===== src/rtl/hazard_ctrl.sv =====
// ID-stage hazard sequencer for the 4-stage RV32I core: load-use stalls,
// redirect flushes, data-memory freezes, operand forwarding and a stall counter.
module hazard_ctrl #(
  parameter int unsigned CNT_W = 32
) (
  input  logic             clk,
  input  logic             rst,
  input  logic [31:0]      id_instr,
  input  logic             id_valid,
  input  logic             ex_redirect,
  input  logic             dmem_stall,
  output logic             if_stall,
  output logic             id_stall,
  output logic             id_flush,
  output logic             ex_bubble,
  output logic [1:0]       fwd_rs1_sel,
  output logic [1:0]       fwd_rs2_sel,
  output logic [CNT_W-1:0] stall_cycles
);

  localparam logic [6:0] OP_LUI    = 7'b0110111;
  localparam logic [6:0] OP_AUIPC  = 7'b0010111;
  localparam logic [6:0] OP_JAL    = 7'b1101111;
  localparam logic [6:0] OP_JALR   = 7'b1100111;
  localparam logic [6:0] OP_BRANCH = 7'b1100011;
  localparam logic [6:0] OP_LOAD   = 7'b0000011;
  localparam logic [6:0] OP_STORE  = 7'b0100011;
  localparam logic [6:0] OP_ARI_I  = 7'b0010011;
  localparam logic [6:0] OP_ARI_R  = 7'b0110011;
  localparam logic [6:0] OP_CSR    = 7'b1110011;

  typedef enum logic [1:0] {RUN, LU_STALL, MEM_WAIT} state_t;

  state_t     state, state_nxt;
  logic [6:0] opc;
  logic [4:0] rd, rs1, rs2;
  logic       uses_rs1, uses_rs2, writes_rd;
  logic       lu_hazard;
  logic       unused_bits;

  logic       ex_valid, ex_wr, ex_load;
  logic [4:0] ex_rd;
  logic       wb_valid, wb_wr;
  logic [4:0] wb_rd;

  assign opc         = id_instr[6:0];
  assign rd          = id_instr[11:7];
  assign rs1         = id_instr[19:15];
  assign rs2         = id_instr[24:20];
  assign unused_bits = ^{id_instr[31:25], id_instr[13:12]};

  always_comb begin
    uses_rs1  = 1'b0;
    uses_rs2  = 1'b0;
    writes_rd = 1'b0;
    case (opc)
      OP_LUI, OP_AUIPC, OP_JAL: writes_rd = 1'b1;
      OP_JALR, OP_LOAD, OP_ARI_I: begin
        uses_rs1  = 1'b1;
        writes_rd = 1'b1;
      end
      OP_BRANCH, OP_STORE: begin
        uses_rs1 = 1'b1;
        uses_rs2 = 1'b1;
      end
      OP_ARI_R: begin
        uses_rs1  = 1'b1;
        uses_rs2  = 1'b1;
        writes_rd = 1'b1;
      end
      OP_CSR: begin
        uses_rs1  = ~id_instr[14];
        writes_rd = 1'b1;
      end
      default: ;
    endcase
  end

  // Masking in LU_STALL changes nothing functionally (EX holds the bubble
  // then) but pins the stall to exactly one cycle.
  always_comb begin
    lu_hazard = ex_valid & ex_load & ex_wr & (ex_rd != 5'd0) & id_valid &
                ((uses_rs1 & (rs1 == ex_rd)) | (uses_rs2 & (rs2 == ex_rd))) &
                (state != LU_STALL);
  end

  function automatic logic [1:0] fwd_sel(input logic used, input logic [4:0] rs,
                                         input logic exv, input logic exw,
                                         input logic exl, input logic [4:0] exr,
                                         input logic wbv, input logic wbw,
                                         input logic [4:0] wbr);
    if (!used || rs == 5'd0)             return 2'd0;
    if (exv && exw && !exl && exr == rs) return 2'd1;
    if (wbv && wbw && wbr == rs)         return 2'd2;
    return 2'd0;
  endfunction

  always_ff @(posedge clk) begin
    if (rst) state <= RUN;
    else     state <= state_nxt;
  end

  always_comb begin
    state_nxt = RUN;
    if (dmem_stall)       state_nxt = MEM_WAIT;
    else if (ex_redirect) state_nxt = RUN;
    else if (lu_hazard)   state_nxt = LU_STALL;
  end

  always_comb begin
    if_stall    = 1'b0;
    id_stall    = 1'b0;
    id_flush    = 1'b0;
    ex_bubble   = 1'b0;
    fwd_rs1_sel = fwd_sel(uses_rs1, rs1, ex_valid, ex_wr, ex_load, ex_rd, wb_valid, wb_wr, wb_rd);
    fwd_rs2_sel = fwd_sel(uses_rs2, rs2, ex_valid, ex_wr, ex_load, ex_rd, wb_valid, wb_wr, wb_rd);
    if (rst) begin
      id_flush    = 1'b1;
      ex_bubble   = 1'b1;
      fwd_rs1_sel = '0;
      fwd_rs2_sel = '0;
    end else if (dmem_stall) begin
      if_stall = 1'b1;
      id_stall = 1'b1;
    end else if (ex_redirect) begin
      id_flush  = 1'b1;
      ex_bubble = 1'b1;
    end else if (lu_hazard) begin
      if_stall  = 1'b1;
      id_stall  = 1'b1;
      ex_bubble = 1'b1;
    end
  end

  always_ff @(posedge clk) begin
    if (rst) begin
      ex_valid <= 1'b0;
      ex_wr    <= 1'b0;
      ex_load  <= 1'b0;
      ex_rd    <= '0;
      wb_valid <= 1'b0;
      wb_wr    <= 1'b0;
      wb_rd    <= '0;
    end else if (!dmem_stall) begin
      wb_valid <= ex_valid;
      wb_wr    <= ex_wr;
      wb_rd    <= ex_rd;
      ex_valid <= id_valid & ~ex_bubble;
      ex_wr    <= writes_rd;
      ex_load  <= (opc == OP_LOAD);
      ex_rd    <= rd;
    end
  end

  always_ff @(posedge clk) begin
    if (rst)
      stall_cycles <= '0;
    else if (if_stall && !(&stall_cycles))
      stall_cycles <= stall_cycles + CNT_W'(1);
  end

endmodule


===== config.mk =====
export PLATFORM = sky130hd
export DESIGN_NAME = hazard_ctrl
export DESIGN_NICKNAME = d
export VERILOG_FILES = /design/src/rtl/hazard_ctrl.sv
export SDC_FILE = /design/constraint.sdc
export NUM_CORES = 1
export LEC_CHECK = 0
export CAP_MARGIN = 40
export CORE_MARGIN = 1
export CORE_UTILIZATION = 50
export CTS_BUF_LIST = sky130_fd_sc_hd__clkbuf_8
export CTS_CLUSTER_SIZE = 40
export DETAILED_ROUTE_END_ITERATION = 10
export HOLD_SLACK_MARGIN = 0.06
export PLACE_DENSITY = 0.82
export REMOVE_ABC_BUFFERS = 1
export SETUP_SLACK_MARGIN = 0.05
export SLEW_MARGIN = 30
export SYNTH_ARGS = -nofsm -noshare
export SYNTH_HDL_FRONTEND = slang
export SYNTH_SLANG_ARGS = --single-unit

===== constraint.sdc =====
create_clock -name clk -period 4.72 [get_ports clk]
set_input_delay 0.472 -clock clk [delete_from_list [all_inputs] [get_ports clk]]
set_output_delay 0.472 -clock clk [all_outputs]
set_load 0.05 [all_outputs]

# After elaboration in Yosys (flattened, before gate mapping)

Index checks and enable logic that the tools add are counted.

Add/subtract/negate cells: 1
Multipliers: 0
Div/mod/pow operators: 0
Magnitude comparators: 0
Eq/ne operators: 17
Shifts and indexed selects: 0
Mux-type cells: 42
Bitwise logic cells: 12
Reductions and logical operators: 22

Operator list:

| operator                | number |
|---|---|
| $add A32 B1 Y32 const B | 1 |
| $reduce_and A32 Y1      | 1 |
| $eq A5 B5 Y1            | 6 |
| $mux W2                 | 15 |
| $eq A7 B7 Y1 const B    | 4 |
| $mux W1                 | 26 |
| $eq A7 B6 Y1 const B    | 3 |
| $eq A7 B5 Y1 const B    | 2 |
| $logic_not A5 Y1        | 2 |
| $and A1 B1 Y1           | 9 |
| $logic_and A1 B1 Y1     | 8 |
| $reduce_or A8 Y1        | 1 |
| $eq A7 B2 Y1 const B    | 1 |
| $reduce_or A3 Y1        | 2 |
| $reduce_or A6 Y1        | 1 |
| $reduce_bool A5 Y1      | 1 |
| $logic_not A1 Y1        | 4 |
| $logic_or A1 B1 Y1      | 2 |
| $ne A2 B1 Y1 const B    | 1 |
| $not A1 Y1              | 2 |
| $pmux W1 S2             | 1 |
| $or A1 B1 Y1            | 1 |

Register bits after elaboration: 49
Latch bits: 0
Bits in writable memories: 0
Bits in read-only memories: 0
Input port bits: 37
Output and inout bits: 40
Logic and storage cells: 104
Memories: 0

# Logic depth before layout (Yosys ltp)

Depth in word-level cells: 13
Gate-level depth with buffers: 8
Mapped depth without buffers: 7

# Least setup slack after synthesis

Ideal clock, no wire load.

Kind: input to output
Start: input id_instr[2]
End: output fwd_rs1_sel[0]
Arrival time: 2616 ps
Data required time: 4248 ps
Setup slack: 1632 ps
Stages on the path: 4
Path buffers: 0
Path through: nand4bb_1 > nor3b_1 > o22ai_1 > nor4_1

Longest elaborated chain between the ends: 8
Elaborated cells on any way between the ends: 14
Classes of those cells: eq/ne (7); mux (4); reduce/logical (3)

Ends and longest elaborated chain:

| item                                       | RTL line | text |
|---|---|---|
| start, declared                            | 8        | `input logic [31:0] id_instr,` |
| $eq A7 B2 Y1, or another cell as far along | 56       | `case (opc)` |
| $reduce_or A6 Y1 (no source line)          | n/a      |  |
| $pmux W1 S2 (*)                            | 56       |  |
| $logic_not A1 Y1 (*)                       | 92       | `if (!used \|\| rs == 5'd0) return 2'd0;` |
| $logic_or A1 B1 Y1 (*)                     | 92       |  |
| $mux W1 (*)                                | 92       |  |
| $mux W2 (*)                                | 93       | `if (exv && exw && !exl && exr == rs) return 2'd1;` |
| $mux W2 (*)                                | 117      | `if (rst) begin` |
| end, declared                              | 16       | `output logic [1:0] fwd_rs1_sel,` |

Mark *: on every way between the ends. The rest lies on a longest branch, timed or not.

# Worst setup path in the final report

Start: input id_instr[0]
End: output ex_bubble

Longest elaborated chain between the ends: 11
Elaborated cells on any way between the ends: 20
Classes of those cells: eq/ne (7); mux (6); bitwise (5); reduce/logical (2)

Ends and longest elaborated chain:

| item                                                                  | RTL line | text |
|---|---|---|
| $eq A7 B2 Y1, or another cell as far along                            | 56       |  |
| $reduce_or A6 Y1 (no source line) or $reduce_or A3 Y1 (tied branches) | n/a      |  |
| $pmux W1 S2 or $mux W1 (tied branches)                                | 56       |  |
| $and A1 B1 Y1                                                         | 83       | `((uses_rs1 & (rs1 == ex_rd)) \| (uses_rs2 & (rs2 == ex_rd))) &` |
| $or A1 B1 Y1 (*)                                                      | 83       |  |
| $and A1 B1 Y1 (*)                                                     | 82       | `lu_hazard = ex_valid & ex_load & ex_wr & (ex_rd != 5'd0) & id_valid &` |
| $and A1 B1 Y1 (*)                                                     | 83       |  |
| $mux W1 (*)                                                           | 128      | `end else if (lu_hazard) begin` |
| $mux W1 (*)                                                           | 125      | `end else if (ex_redirect) begin` |
| $mux W1 (*)                                                           | 122      | `end else if (dmem_stall) begin` |
| $mux W1 (*)                                                           | 117      |  |
| end, declared                                                         | 15       | `output logic ex_bubble,` |

Marks and branches as above.

==> impl_metrics.env <==
export IMPL_grt_pass1_wl_um=12500
export IMPL_status="finished, final reports clean"
export IMPL_relSlewSlack=0.502
export IMPL_min_period_over_period=0.767
export IMPL_cp_start_kind="input pin"
export IMPL_drive_above_1_share=0.0848
export IMPL_power_mw=0.803
export IMPL_core_area_sq_mm=0.00561
export IMPL_vias=2930
export IMPL_initial_core_util=0.530
export IMPL_clock_sinks=49
export IMPL_ioPinCount=77
export IMPL_p_leak_nw=1.30
export IMPL_fp_row_count=27
export IMPL_drcViolationCount=0
export IMPL_synthArstFlopShare=0
export IMPL_fp_dieH_um=79.1
export IMPL_post_cts_buffers=0
export IMPL_required_ps=4250
export IMPL_period_minus_slack_ps=3620
export IMPL_grt_max_degree=37
export IMPL_antenna_found_initial=0
export IMPL_place_gp_congestion=0.833
export IMPL_fp_dieW_um=79.1
export IMPL_preCtsSetupSlack_ps=1130
export IMPL_utilization=0.664
export IMPL_setup_violations=0
export IMPL_fillCellCount=516
export IMPL_cts_root_buf="clkbuf_8"
export IMPL_cts_tree="done"
export IMPL_layout_nets=439
export IMPL_synth_seq_cells=49
export IMPL_crit_type="in2out"
export IMPL_clock_latency_ps=310
export IMPL_arrival_ps=3150
export IMPL_first_global_vias=2787
export IMPL_finalSetupTns_ps=0
export IMPL_endpoint_kind="output port"
export IMPL_antenna_cells=0
export IMPL_cts_clk_slew_worst_paths_ps=90
export IMPL_synth_ff_type="dfxtp_1"
export IMPL_hold_viol=0
export IMPL_synth_area_sq_mm=0.00297
export IMPL_ys_types=64
export IMPL_fin_hold_ws_ps=485
export IMPL_via_per_inst=6.19
export IMPL_hold_path_class="reg2reg"
export IMPL_fmax_ghz=0.276
export IMPL_tightest_slew_ps=743
export IMPL_cts_made_buffers=5
export IMPL_clock_skew_ps=10.3
export IMPL_h_tree_depth=2
export IMPL_drv_slew=0
export IMPL_dieArea_sq_mm=0.00626
export IMPL_cts_path_max_buffers=2
export IMPL_area_growth_pct=25.3
export IMPL_port_buffers=67
export IMPL_overflow=0
export IMPL_max_cap_viol_count=0
export IMPL_ys_seq_area_frac=0.330
export IMPL_rsz0062_at_grt="false"
export IMPL_grt_usage=0.250
export IMPL_yosys_warnings=0
export IMPL_peakVddDrop_mv=0.192
export IMPL_routedWlPerCell_um=16.3
export IMPL_ant_nets=0
export IMPL_avgSynthCellArea_sq_um=8.74
export IMPL_ctsResizeCount=0
export IMPL_setup_slack_ps=1100
export IMPL_r2r_slack_ps=2100
export IMPL_cp_max_fo=4
export IMPL_synth_edf_count=0
export IMPL_holdBufCountCts=0
export IMPL_power_density_mw_per_mm2=215
export IMPL_first_iter_violations=196
export IMPL_synthesis_instances=340
export IMPL_wl_um=7710
export IMPL_synth_top_area_share=0.330
export IMPL_synth_area_leaders="dfxtp_1 (33%), mux2i_1 (4.4%), xor2_1 (3.8%)"
export IMPL_place_hpwl_um=5420
export IMPL_post_synth_top_area_cell="dfxtp_1"
export IMPL_drt_first_pass_iters=4
-- power breakdown --
| part | leakage [nW] | switching [mW] | internal, mW |
|---|---|---|---|
| combinational | 0.863 | 0.0663 | 0.0516 |
| clock | 0.0433 | 0.140 | 0.116 |
| sequential | 0.397 | 0.00949 | 0.419 |
| total | 1.30 | 0.216 | 0.587 |
-- metrics by stage --
stage          cell area (sq um)  cells
2_1_floorplan               2850    323
3_3_place_gp                3630    466
3_5_place_dp                3630    466
4_1_cts                     3720    473
5_1_grt                     3720    473
6_report                    3720    473
-- layer usage --
layer | track usage | routed length, um | up-vias
met5 | 0 | 0 | -
met1 | 0.303 | 3430 | 1419
met3 | 0.0391 | 429 | 8
li1 | - | - | 1413
met2 | 0.441 | 3760 | 90
met4 | 0.0927 | 96 | 0
-- critical path, cell delays in order --
cell and delay, ps:
clkdlybuf4s50_1 530, nor4bb_1 450, a22o_1 220, o211a_1 220, o21ai_0 160, a31oi_1 250
clkdlybuf4s50_1 840
-- cell type report --
| class | instances | area (sq um) | area share |
|---|---|---|---|
| multi-input combinational | 267 | 1840 | 0.494 |
| timing repair buffer | 71 | 696 | 0.187 |
| clock inverter | 1 | 7.51 | 0.00202 |
| clock buffer | 6 | 82.6 | 0.0222 |
| inverter | 7 | 26.3 | 0.00705 |
| sequential | 49 | 981 | 0.263 |
| tap | 72 | 90.1 | 0.0242 |
-- cell usage in the layout (no fill, tap or decap), types with 3 or more instances in the layout --
master	n
nand2_1	19
nor4_4	3
o21ai_0	13
nor2b_1	7
or2_2	4
or4_1	10
inv_1	7
a31oi_1	3
nand3_1	20
or3_1	9
o31ai_1	12
dfxtp_1	49
nand4_1	12
mux2_1	4
o311ai_0	4
clkdlybuf4s50_1	66
a21oi_1	19
clkbuf_8	6
mux2i_1	13
and3_1	4
xnor2_1	7
buf_4	4
nor3_1	7
nor2_1	29
xor2_1	13
nor4_1	7
-- worst paths after layout --
| check | start | end | cells after the start |
|---|---|---|---|
| setup / recovery | id_instr[0] | ex_bubble | 7 |
| hold / removal | ex_load | ex_load | 2 |
| setup reg to reg | stall_cycles[0] | stall_cycles[25] | 7 |
| hold reg to reg | ex_load | ex_load | 2 |
-- state kept, by name (all words and copies together) (netlist names) --
signal / flops
ex_wr: 1
wb_valid: 1
ex_valid: 1
wb_rd: 5
ex_rd: 5
wb_wr: 1
state: 2
stall_cycles: 32
ex_load: 1
-- logic make-up after synthesis --
logic type / after synthesis / share of synthesized area
fa+ha+maj: 1 / 0.00421
simple gates: 153 / 0.315
mux: 19 / 0.0665
flops: 49 / 0.330
compound gates: 74 / 0.175
buf+inv: 24 / 0.0501
xor+xnor: 20 / 0.0589
-- Yosys cell counts (3+ instances only) --
cell type,count
dfxtp_1,49
nor2_1,29
nand3_1,20
a21oi_1,19
nand2_1,19
mux2i_1,13
o21ai_0,13
xor2_1,13
nand4_1,12
o31ai_1,12
or4_1,10
or3_1,9
inv_1,7
nor2b_1,7
nor3_1,7
nor4_1,7
xnor2_1,7
buf_6,6
clkbuf_1,5
and3_1,4
mux2_1,4
o311ai_0,4
or2_2,4
a31oi_1,3
buf_4,3
nor4_4,3
Note: power is estimated with default switching activity, not from simulation.
